--- src/rtl/alarm_pkg.sv ---
// Shared types for the alarm trigger: state encoding, time constants and the
// snooze-target time adder.
package alarm_pkg;

  typedef enum logic [1:0] {
    IDLE    = 2'd0,
    ARMED   = 2'd1,
    RINGING = 2'd2,
    SNOOZE  = 2'd3
  } state_e;

  localparam int HOURS_PER_DAY = 24;
  localparam int MIN_PER_HOUR  = 60;

  typedef struct packed {
    logic [5:0] hour;
    logic [5:0] mins;
  } hm_t;

  // Add minutes to hh:mm; a minute overflow carries into the hour, 23 wraps to 0.
  function automatic hm_t add_minutes(input logic [5:0] hr, input logic [5:0] mn,
                                      input logic [5:0] add);
    logic [6:0] m_sum;
    hm_t        res;
    m_sum    = {1'b0, mn} + {1'b0, add};
    res.hour = hr;
    if (m_sum >= 7'(MIN_PER_HOUR)) begin
      m_sum    = m_sum - 7'(MIN_PER_HOUR);
      res.hour = (hr == 6'(HOURS_PER_DAY - 1)) ? 6'd0 : hr + 6'd1;
    end
    res.mins = m_sum[5:0];
    return res;
  endfunction

endpackage

--- src/rtl/alarm_trigger_tone_gen.sv ---
// Buzzer square wave: toggles every TONE_DIV enabled cycles, held at 0 when disabled.
module tone_gen #(
  parameter int TONE_DIV = 50000
) (
  input  logic clk,
  input  logic reset,
  input  logic enable,
  output logic buzzer
);

  localparam int CW = (TONE_DIV > 2) ? $clog2(TONE_DIV) : 1;

  logic [CW-1:0] cnt_q, cnt_d;
  logic          buz_q, buz_d;

  always_comb begin
    cnt_d = '0;
    buz_d = 1'b0;
    if (enable) begin
      if (cnt_q == CW'(TONE_DIV - 1)) begin
        cnt_d = '0;
        buz_d = ~buz_q;
      end else begin
        cnt_d = cnt_q + CW'(1);
        buz_d = buz_q;
      end
    end
  end

  always_ff @(posedge clk) begin
    if (!reset) begin
      cnt_q <= '0;
      buz_q <= 1'b0;
    end else begin
      cnt_q <= cnt_d;
      buz_q <= buz_d;
    end
  end

  assign buzzer = buz_q;

endmodule

--- src/rtl/alarm_trigger.sv ---
// Alarm ring decision: arms on enable, rings at the loaded time, handles bounded
// snooze, stop and unattended-ring timeout, and drives the buzzer.
module alarm_trigger
  import alarm_pkg::*;
#(
  parameter int SNOOZE_MIN     = 5,
  parameter int RING_TIMEOUT_S = 60,
  parameter int MAX_SNOOZE     = 3,
  parameter int TONE_DIV       = 50000
) (
  input  logic       clk,
  input  logic       reset,
  input  logic       tick_1hz,
  input  logic [5:0] cur_hour,
  input  logic [5:0] cur_min,
  input  logic [5:0] cur_sec,
  input  logic [5:0] alarm_hour,
  input  logic [5:0] alarm_min,
  input  logic       alarm_enable,
  input  logic       snooze,
  input  logic       stop,
  output logic       ringing,
  output logic       snoozing,
  output logic       buzzer,
  output logic [1:0] snooze_cnt
);

  localparam logic [1:0] MAX_C     = 2'(MAX_SNOOZE);
  localparam logic [7:0] TOUT_LAST = 8'(RING_TIMEOUT_S - 1);
  localparam logic [5:0] SNZ_ADD   = 6'(SNOOZE_MIN);

  state_e     state_q, state_d;
  logic [1:0] cnt_q, cnt_d;
  logic [7:0] tout_q, tout_d;
  hm_t        tgt_q, tgt_d;
  logic       ringing_q, ringing_d;
  logic       snoozing_q, snoozing_d;

  hm_t  snz_tgt;
  logic alarm_hit, snooze_hit;

  assign snz_tgt = add_minutes(cur_hour, cur_min, SNZ_ADD);

  // Matching only on the second-0 tick keeps a stopped alarm from re-ringing
  // in the rest of its minute.
  assign alarm_hit  = tick_1hz && (cur_hour == alarm_hour) && (cur_min == alarm_min) &&
                      (cur_sec == 6'd0);
  assign snooze_hit = tick_1hz && (cur_hour == tgt_q.hour) && (cur_min == tgt_q.mins) &&
                      (cur_sec == 6'd0);

  always_comb begin
    state_d = state_q;
    cnt_d   = cnt_q;
    tout_d  = tout_q;
    tgt_d   = tgt_q;
    if (!alarm_enable) begin
      state_d = IDLE;
      cnt_d   = '0;
    end else begin
      case (state_q)
        IDLE:  state_d = ARMED;
        ARMED: begin
          if (alarm_hit) begin
            state_d = RINGING;
            tout_d  = '0;
          end
        end
        RINGING: begin
          if (stop) begin
            state_d = ARMED;
            cnt_d   = '0;
          end else if (snooze && (cnt_q < MAX_C)) begin
            state_d = SNOOZE;
            tgt_d   = snz_tgt;
            cnt_d   = cnt_q + 2'd1;
          end else if (tick_1hz) begin
            if (tout_q == TOUT_LAST) begin
              state_d = ARMED;
              cnt_d   = '0;
            end else begin
              tout_d = tout_q + 8'd1;
            end
          end
        end
        SNOOZE: begin
          if (stop) begin
            state_d = ARMED;
            cnt_d   = '0;
          end else if (snooze_hit) begin
            state_d = RINGING;
            tout_d  = '0;
          end
        end
        default: state_d = IDLE;
      endcase
    end
  end

  assign ringing_d  = (state_d == RINGING);
  assign snoozing_d = (state_d == SNOOZE);

  always_ff @(posedge clk) begin
    if (!reset) begin
      state_q    <= IDLE;
      cnt_q      <= '0;
      tout_q     <= '0;
      tgt_q      <= '0;
      ringing_q  <= 1'b0;
      snoozing_q <= 1'b0;
    end else begin
      state_q    <= state_d;
      cnt_q      <= cnt_d;
      tout_q     <= tout_d;
      tgt_q      <= tgt_d;
      ringing_q  <= ringing_d;
      snoozing_q <= snoozing_d;
    end
  end

  // Enabled from the next state so the buzzer drops on the same edge as ringing.
  tone_gen #(.TONE_DIV(TONE_DIV)) u_tone (
    .clk    (clk),
    .reset  (reset),
    .enable (ringing_d),
    .buzzer (buzzer)
  );

  assign ringing    = ringing_q;
  assign snoozing   = snoozing_q;
  assign snooze_cnt = cnt_q;

endmodule

--- config.mk ---
export PLATFORM = sky130hd
export DESIGN_NAME = alarm_trigger
export DESIGN_NICKNAME = d
export VERILOG_FILES = /design/src/rtl/alarm_pkg.sv /design/src/rtl/alarm_trigger_tone_gen.sv /design/src/rtl/alarm_trigger.sv
export SDC_FILE = /design/constraint.sdc
export NUM_CORES = 1
export LEC_CHECK = 0
export CAP_MARGIN = 20
export CORE_MARGIN = 2
export CORE_UTILIZATION = 50
export DETAILED_ROUTE_END_ITERATION = 10
export PLACE_DENSITY = 0.75
export SYNTH_ARGS = -nofsm -noshare
export SYNTH_HDL_FRONTEND = slang
export SYNTH_SLANG_ARGS = --single-unit
export TNS_END_PERCENT = 5
--- constraint.sdc ---
create_clock -name clk -period 3.18 [get_ports clk]
set_input_delay 0.795 -clock clk [delete_from_list [all_inputs] [get_ports clk]]
set_output_delay 0.795 -clock clk [all_outputs]
set_load 0.1 [all_outputs]
Word-level counts from Yosys, hierarchy flattened
Cells that the tools add are included.

Add/sub/neg operators: 6. $lt $le $gt $ge: 2. Equal/unequal tests: 22. Muxes and demuxes: 26. Bitwise operators: 4. Reduce and logical (&&, ||, !) cells: 17.

Operators by type and width (count): 2-to-1 mux 8 bit (7); 2-to-1 mux 2 bit (13); equality test 6 bit (4); case mux 8 bit (3 select lines) (1); 2-to-1 mux 6 bit (3); adder 16 x 1 -> 16 bit (second input constant) (1); equality test 16 bit (second input constant) (1); != test 2 bit (second input constant) (8); AND reduction 9 bit (1); adder 8 x 1 -> 8 bit (second input constant) (1); equality test 2 bit (second input constant) (4); equality test 8 x 6 -> 1 bit (second input constant) (1); != test 4 bit (second input constant) (2); case mux 2 bit (4 select lines) (1); AND reduction 4 bit (2); adder 6 x 3 -> 7 bit (second input constant) (1); >= comparator 7 x 6 -> 1 bit (second input constant) (1); logical AND 1 bit (7); adder 6 x 1 -> 6 bit (second input constant) (1); equality test 6 x 5 -> 1 bit (second input constant) (1); zero test 6 bit (1); subtractor 6 bit (second input constant) (1); NOT 1 bit (4); case mux 2 bit (2 select lines) (1); other kinds (8) (9).

Bits in registers: 43. Input bits: 36. Output and inout bits: 5.

Logic depth before layout (Yosys ltp)
Gate-level depths: netlist of run 1.

Depth in word-level cells: 11. Gate-level depth with buffers: 10. Mapped depth without buffers: 8.

Cells and area by module
A second synthesis of run 1 with hierarchy kept.

Cells, all modules: 323. Area total of the unflattened synthesis: 2700.1 um^2.

By module, submodules not included: alarm_trigger (instances 1, cells each 239, area each 1915.6 um^2); tone_gen (instances 1, cells each 84, area each 784.5 um^2).

Least setup slack after synthesis of run 1
No wires, ideal clock.

Path type: input to register. From: input port cur_min[0]. To: register tgt_q[9] (netlist bit). Data arrival time: 2.720 ns. Required time: 3.106 ns. Slack: 0.386 ns. Stages: 10. Path buffers: 2. Cells stage by stage: clkbuf_1 -> a21oi_1 -> xnor2_1 -> ha_1 -> and2_1 -> o311ai_1 -> and2_1 -> buf_2 -> or4_1 -> a31oi_1.

Word-level cells in the longest chain between the ends: 3.

RTL lines: start: declaration (RTL line alarm_trigger.sv:15) `input logic [5:0] cur_min,`; adder 6 x 3 -> 7 bit (RTL line alarm_pkg.sv:25) `m_sum = {1'b0, mn} + {1'b0, add};`; >= comparator 7 x 6 -> 1 bit (RTL line alarm_pkg.sv:27) `if (m_sum >= 7'(MIN_PER_HOUR)) begin`; 2-to-1 mux 6 bit (RTL line alarm_pkg.sv:27); end signal: assignment (RTL line alarm_trigger.sv:114) `tgt_q <= tgt_d;`; end: declaration (RTL line alarm_trigger.sv:35) `hm_t tgt_q, tgt_d;`.

No other way between the ends. A chain may end at the register's enable or synchronous reset.

Final worst setup path of run 1
From: input port cur_min[3]. To: register u_tone.cnt_q[3].

Word-level cells in the longest chain between the ends: 10. Elaborated cells between the ends (all ways): 14.

RTL lines: equality test 6 bit (RTL line alarm_trigger.sv:48) `assign snooze_hit = tick_1hz && (cur_hour == tgt_q.hour) && (cur_min == tgt_q.mins) &&`; logical AND 1 bit (2 in a row) (RTL line alarm_trigger.sv:48); 2-to-1 mux 2 bit (RTL line alarm_trigger.sv:89) `end else if (snooze_hit) begin`; 2-to-1 mux 2 bit (RTL line alarm_trigger.sv:86) `if (stop) begin`; case mux 2 bit (4 select lines) * (RTL line alarm_trigger.sv:60) `case (state_q)`; 2-to-1 mux 2 bit * (RTL line alarm_trigger.sv:56) `if (!alarm_enable) begin`; equality test 2 bit * (RTL line alarm_trigger.sv:99) `assign ringing_d = (state_d == RINGING);`; NOT 1 bit (no source line) *; OR reduction 3 bit (no source line) *; end signal: assignment (RTL line alarm_trigger_tone_gen.sv:35) `cnt_q <= cnt_d;`; end: declaration (RTL line alarm_trigger_tone_gen.sv:13) `logic [CW-1:0] cnt_q, cnt_d;`.

Mark *: on every way between the ends. The rest lies on a longest branch, timed or not.

==> results of run 1 <==
==> metrics by stage <==
stage           util  std cells  hold WS, ns  total power, W
6_report       0.652        437        0.476         0.00108
5_1_grt        0.652        437        0.498         0.00112
4_1_cts        0.651        437        0.477         0.00108
3_5_place_dp   0.633        429        0.465        0.000721
3_3_place_gp   0.633        429        0.454        0.000720
2_1_floorplan      -        312        0.444        0.000630
==> layout make-up <==
type,instances,area [µm²]
clock buffers,5,68.8
clock inverters,3,25.0
fillers,451,1800
inverters,7,26.3
multi-input cells,244,1730
flip-flops and latches,43,861
well taps,70,87.6
repair buffers,65,576
==> kinds of logic after synthesis <==
group	synth area share
and+or+nand+nor	0.308
AOI/OAI and AO/OA	0.147
xor gates and xnor gates	0.139
DFF	0.319
buffers and inverters	0.0463
adders and majority gates	0.0324
muxes	0.00741
==> how the worst max path moves through the flow <==
| stage | startpoint | to | slack [ns] | cells after the start |
|---|---|---|---|---|
| 3_5_place_dp | cur_min[3] | u_tone.cnt_q[3] | -0.07 | 8 |
| 4_1_cts | cur_min[3] | u_tone.cnt_q[3] | 0.15 | 8 |
| 3_3_place_gp | cur_min[1] | tgt_q[6] | -0.07 | 10 |
| 5_1_grt | cur_min[3] | u_tone.cnt_q[3] | 0.007 | 8 |
| 6_report | cur_min[3] | u_tone.cnt_q[3] | 0.17 | 8 |
| 2_1_floorplan | cur_min[0] | tgt_q[9] | 0.39 | 10 |
==> power by group through the flow <==
stage	Clock, W	Combinational, W	Sequential, W
after global placement	0	0.000167	0.000553
after CTS	0.000371	0.000170	0.000540
after detailed placement	0	0.000168	0.000553
final	0.000365	0.000170	0.000540
after global routing	0.000394	0.000186	0.000541
after floorplan	0	0.0000781	0.000551
==> repair_timing <==
action,4_1_cts,5_1_grt
setup endpoints to repair,0,1
hold endpoints to repair,0,0
gates resized for setup,0,1
buffers inserted,0,0
==> critical path: stages <==
cell,delay (ns)
clkdlybuf4s50_1,0.58
xor2_1,0.24
nor4_1,0.31
buf_4,0.17
nand4_1,0.18
a211oi_4,0.33
nand2b_4,0.23
nor4_1,0.36
==> per-layer routing <==
layer / vias to the layer above / part of all wire
li1: 1246 / -
met1: 1157 / 0.45
met2: 62 / 0.48
met3: 14 / 0.046
met4: 0 / 0.022
met5: - / 0
==> flip-flops by register name, summed over array words and instances (netlist names) <==
signal / count
snooze_cnt: 2
state_q: 2
u_tone.cnt_q: 16
tout_q: 8
ringing: 1
tgt_q: 12
snoozing: 1
u_tone.buzzer: 1
==> cell usage in the layout, fill, tap and decap left out, types with 15 or more instances in the layout <==
cell,Yosys,routed
buf_4,0,30
clkdlybuf4s50_1,0,35
nand3_1,19,19
a21oi_1,15,15
xor2_1,21,21
xnor2_1,22,22
o21ai_0,16,15
nor2_1,20,20
nand2_1,21,21
dfxtp_1,43,43
==> flow_summary.toml, run 1 <==
[floorplanning]
start_util = 0.522
rows = 26
dieArea_mm2 = 0.00600
top_level_ports = 41
die_y_um = 77.5
fp.dieW_um = 77.5
fp.coreArea_mm2 = 0.00517

[critical_path]
cp-start-kind = "primary input"
r2r_slack_ns = 0.96
end_kind = "register"
reg2reg_from = "tout_q[0]"
r2r.worst_path.cells = 8
required_ns = 3.38
cp.arrival_ns = 3.21
r2r_end = "snooze_cnt[0]"
critPathKind = "in -> reg"
crit_fanout = 18

[synth]
synth.most_common_cell = "dfxtp_1"
synthTopCellsByCount = "43 x dfxtp_1, 22 x xnor2_1, 21 x nand2_1, 21 x xor2_1, 20 x nor2_1"
syn_area_per_cell_um2 = 8.65
netlist_area_mm2 = 0.00270
synth_area_leaders = "dfxtp_1 32%, xnor2_1 7.1%, xor2_1 6.8%, nand3_1 3.5%, ha_1 3.2%"
syn_inst = 312
async_flop_share = 0
synth_fp_nets = 355
synth_flop_cell = "dfxtp_1"
yosysSeqAreaShare = 0.319
synth_edf_count = 0
post-synth-top-area-cell = "dfxtp_1"
yosys_warnings = 0
synth_cell_types = 53
yosysTopAreaCellShare = 0.319
ys_ff_latch = 43

[clock_tree]
htree_levels = 2
hold_buffers = 0
clock_path_buffers = 2
clk_latency_ns = 0.30
cts_buffers = 5
cts.sinks = 43
clkTransAtPathRegs_ns = 0.09
cts_tree = "done"
cts_root_buf = "clkbuf_8"

[placement]
dpl_cell_area_mm2 = 0.00327
numPortBuffers = 40
dp_hpwl_mm = 4.78
place_congestion = 0.897
pre_cts_ws_ns = -0.0652

[timing]
slew_viol_final = 0
hold_viol_final = 0
tightest_slew_ns = 0.818
timing.final.ws_setup_ns = 0.170
fin_crit_ns = 3.01
setup_tns_ns = 0
max_clock_freq_ghz = 0.332
worst_slew_margin_rel = 0.451
skew_ns = 0.00553
setup_violations = 0
rsz0062_at_grt = "no"
period_share = 0.946

[run]
drv_cap = 0

[power_and_ir_drop]
ir_worst_vdd_mv = 0.177
power_density_mw_per_mm2 = 319
switching_power_w = 0.000286
intPower_w = 0.000790
p_sw_frac = 0.266
p_seq_frac = 0.502
clock_power_share = 0.339
combPwrFrac = 0.159
p_leak_nw = 1.15

[global_routing]
met3_usage = 0.0442
grt_pass1_wl_mm = 10.7
grt_max_degree = 21
grt_pass1_vias = 2323
grtUsageTotal = 0.219
gr-usage-met2 = 0.366
grt-ovfl-total = 0
grt_util_met1 = 0.278
busiest_layer = "met2"
antenna_found_initial = 0

[layout]
syn2layout_area_growth_pct = 25.0
num_antenna_cells = 0
fin_area_mm2 = 0.00337
drive_above_1_share = 0.174
finish.net_count = 409

[drt]
num_vias = 2479
drt-initial-drc-count = 103
drc = 0
routed_wl_mm = 6.38
ant_nets = 0
via_per_inst = 5.67
dr.pass1.iters = 4
routedWlPerCell_um = 14.6

[hold_path]
min_to = "tgt_q[1]"
hp-class = "reg -> reg"
hold_start = "tgt_q[1]"
min_delay_path_depth = 2

[status]
status = "completed"
Note: power is estimated with default switching activity, not from simulation.
==> inputs of run 2 (changes only) <==
--- a/config.mk
+++ b/config.mk
@@ -7,9 +7,8 @@
 export LEC_CHECK = 0
 export CAP_MARGIN = 20
 export CORE_MARGIN = 2
-export CORE_UTILIZATION = 50
+export CORE_UTILIZATION = 35
 export DETAILED_ROUTE_END_ITERATION = 10
-export PLACE_DENSITY = 0.75
 export SYNTH_ARGS = -nofsm -noshare
 export SYNTH_HDL_FRONTEND = slang
 export SYNTH_SLANG_ARGS = --single-unit
==> flow_summary.toml, run 2 (synthesis results as in run 1) <==
[floorplanning]
fp.coreArea_mm2 = 0.00761
dieArea_mm2 = 0.00843
die_y_um = 91.8
start_util = 0.355
top_level_ports = 41
fp.dieW_um = 91.8
rows = 32

[clock_tree]
cts_root_buf = "clkbuf_8"
cts_setup_buffers = 0
cts_buffers = 5
clkTransAtPathRegs_ns = 0.09
hold_buffers = 0
htree_levels = 2
clock_path_buffers = 2
clk_latency_ns = 0.30
cts-resized-gates = 0
cts.sinks = 43
cts_tree = "done"

[layout]
layout_common_cells = "43 x dfxtp_1, 36 x buf_4, 35 x clkdlybuf4s50_1"
drive_above_1_share = 0.190
num_antenna_cells = 0
syn2layout_area_growth_pct = 28.7
largest_registers = "u_tone.cnt_q: 16 flops, tgt_q: 12 flops, tout_q: 8 flops"
largest_register_ffs = 16
regMostFlops = "u_tone.cnt_q"
finish.net_count = 415
layout.cells.most_common = "dfxtp_1"
final_core_util = 0.457

[timing]
setup_violations = 0
hold_ws_ns = 0.470
timing.final.ws_setup_ns = 0.281
slew_viol_final = 0
rsz0062_at_grt = "no"
max_clock_freq_ghz = 0.345
hold_viol_final = 0
period_share = 0.912
worst_slew_margin_rel = 0.453
fin_crit_ns = 2.90
tightest_slew_ns = 0.814
skew_ns = 0.0123

[global_routing]
grt_pass1_wl_mm = 10.8
grt_pass1_vias = 2383
antenna_found_initial = 0
grtUsageTotal = 0.154
grt-ovfl-total = 0
grt_max_degree = 22

[critical_path]
crit_start = "cur_min[0]"
cp-start-kind = "primary input"
path_cells = "clkdlybuf4s50_1, ha_1, xnor2_1, ha_1, and2_1, o311ai_1, and2_2, or4_1, a31oi_1"
cp.arrival_ns = 3.13
slowest_delay_ns = 0.51
end_kind = "register"
required_ns = 3.41
crit_fanout = 9
critPathKind = "in -> reg"
reg2reg_from = "tout_q[0]"
cp_slowest_cell = "or4_1"
cpMostUsedCell = "ha_1"

[drt]
routedWlPerCell_um = 13.1
num_vias = 2489
via_per_inst = 5.24
drt-initial-drc-count = 88
routed_wl_mm = 6.21
drc = 0
ant_nets = 0
dr.pass1.iters = 4

[power_and_ir_drop]
ir_worst_vdd_mv = 0.181
totalPowerFinal_w = 0.00115
power_density_mw_per_mm2 = 332
p_leak_nw = 1.19

[run]
drv_cap = 0

[hold_path]
hold_start = "tgt_q[1]"
hp-class = "reg -> reg"

[status]
status = "completed"

[placement]
place_congestion = 0.848
pre_cts_ws_ns = -0.0845
dp_hpwl_mm = 4.67
numPortBuffers = 40
-- run 2: per-layer routing --
layer | vias to the layer above | GRT usage | wire length (µm)
met5 | - | 0 | 0
li1 | 1263 | - | -
met1 | 1160 | 0.193 | 2890
met3 | 6 | 0.0247 | 205
met4 | 0 | 0.0423 | 70
met2 | 60 | 0.273 | 3050
-- run 2: path summary, 6_finish.rpt --
path                                      end  slack [ns]  cells after the start
worst min-delay path                 tgt_q[1]        0.47                      2
worst max register to register  snooze_cnt[0]        1.07                      8
worst min register to register       tgt_q[1]        0.47                      2
worst max-delay path                 tgt_q[9]        0.28                      9
-- run 2: metrics by stage --
stage               cells  TNS [ns]  cell area [µm²]
finish                475         0             3470
global route          475         0             3470
CTS                   475         0             3470
detailed placement    467    -0.305             3360
global placement      467   -0.0333             3360
floorplan             312         0             2700
-- run 2: area by class of cell --
type / count / area [µm²]
multi-input cells: 244 / 1720
repair buffers: 71 / 621
flip-flops and latches: 43 / 861
clock buffers: 5 / 68.8
clock inverters: 3 / 46.3
well taps: 102 / 128
fillers: 758 / 4130
inverters: 7 / 26.3
-- run 2: power by group --
part           total (W)  switching (W)  internal, W
Sequential      0.000540     0.00000170     0.000539
Clock           0.000438       0.000202     0.000237
Combinational   0.000174      0.0000759    0.0000982
Total            0.00115       0.000279     0.000874
-- run 2: worst max-delay path: cells and delay by family --
family	cells	cell delay, ns
compound gates	2	0.30
xor+xnor	1	0.20
fa+ha+maj	2	0.46
buf+inv	1	0.47
simple gates	3	0.90
==> inputs of run 3 (changes only) <==
--- a/config.mk
+++ b/config.mk
@@ -5,6 +5,7 @@
 export SDC_FILE = /design/constraint.sdc
 export NUM_CORES = 1
 export LEC_CHECK = 0
+export ABC_AREA = 0
 export CAP_MARGIN = 20
 export CORE_MARGIN = 2
 export CORE_UTILIZATION = 35
==> results of run 3 <==
Same layout as run 2: the final DEF is identical, and so are final timing and power.
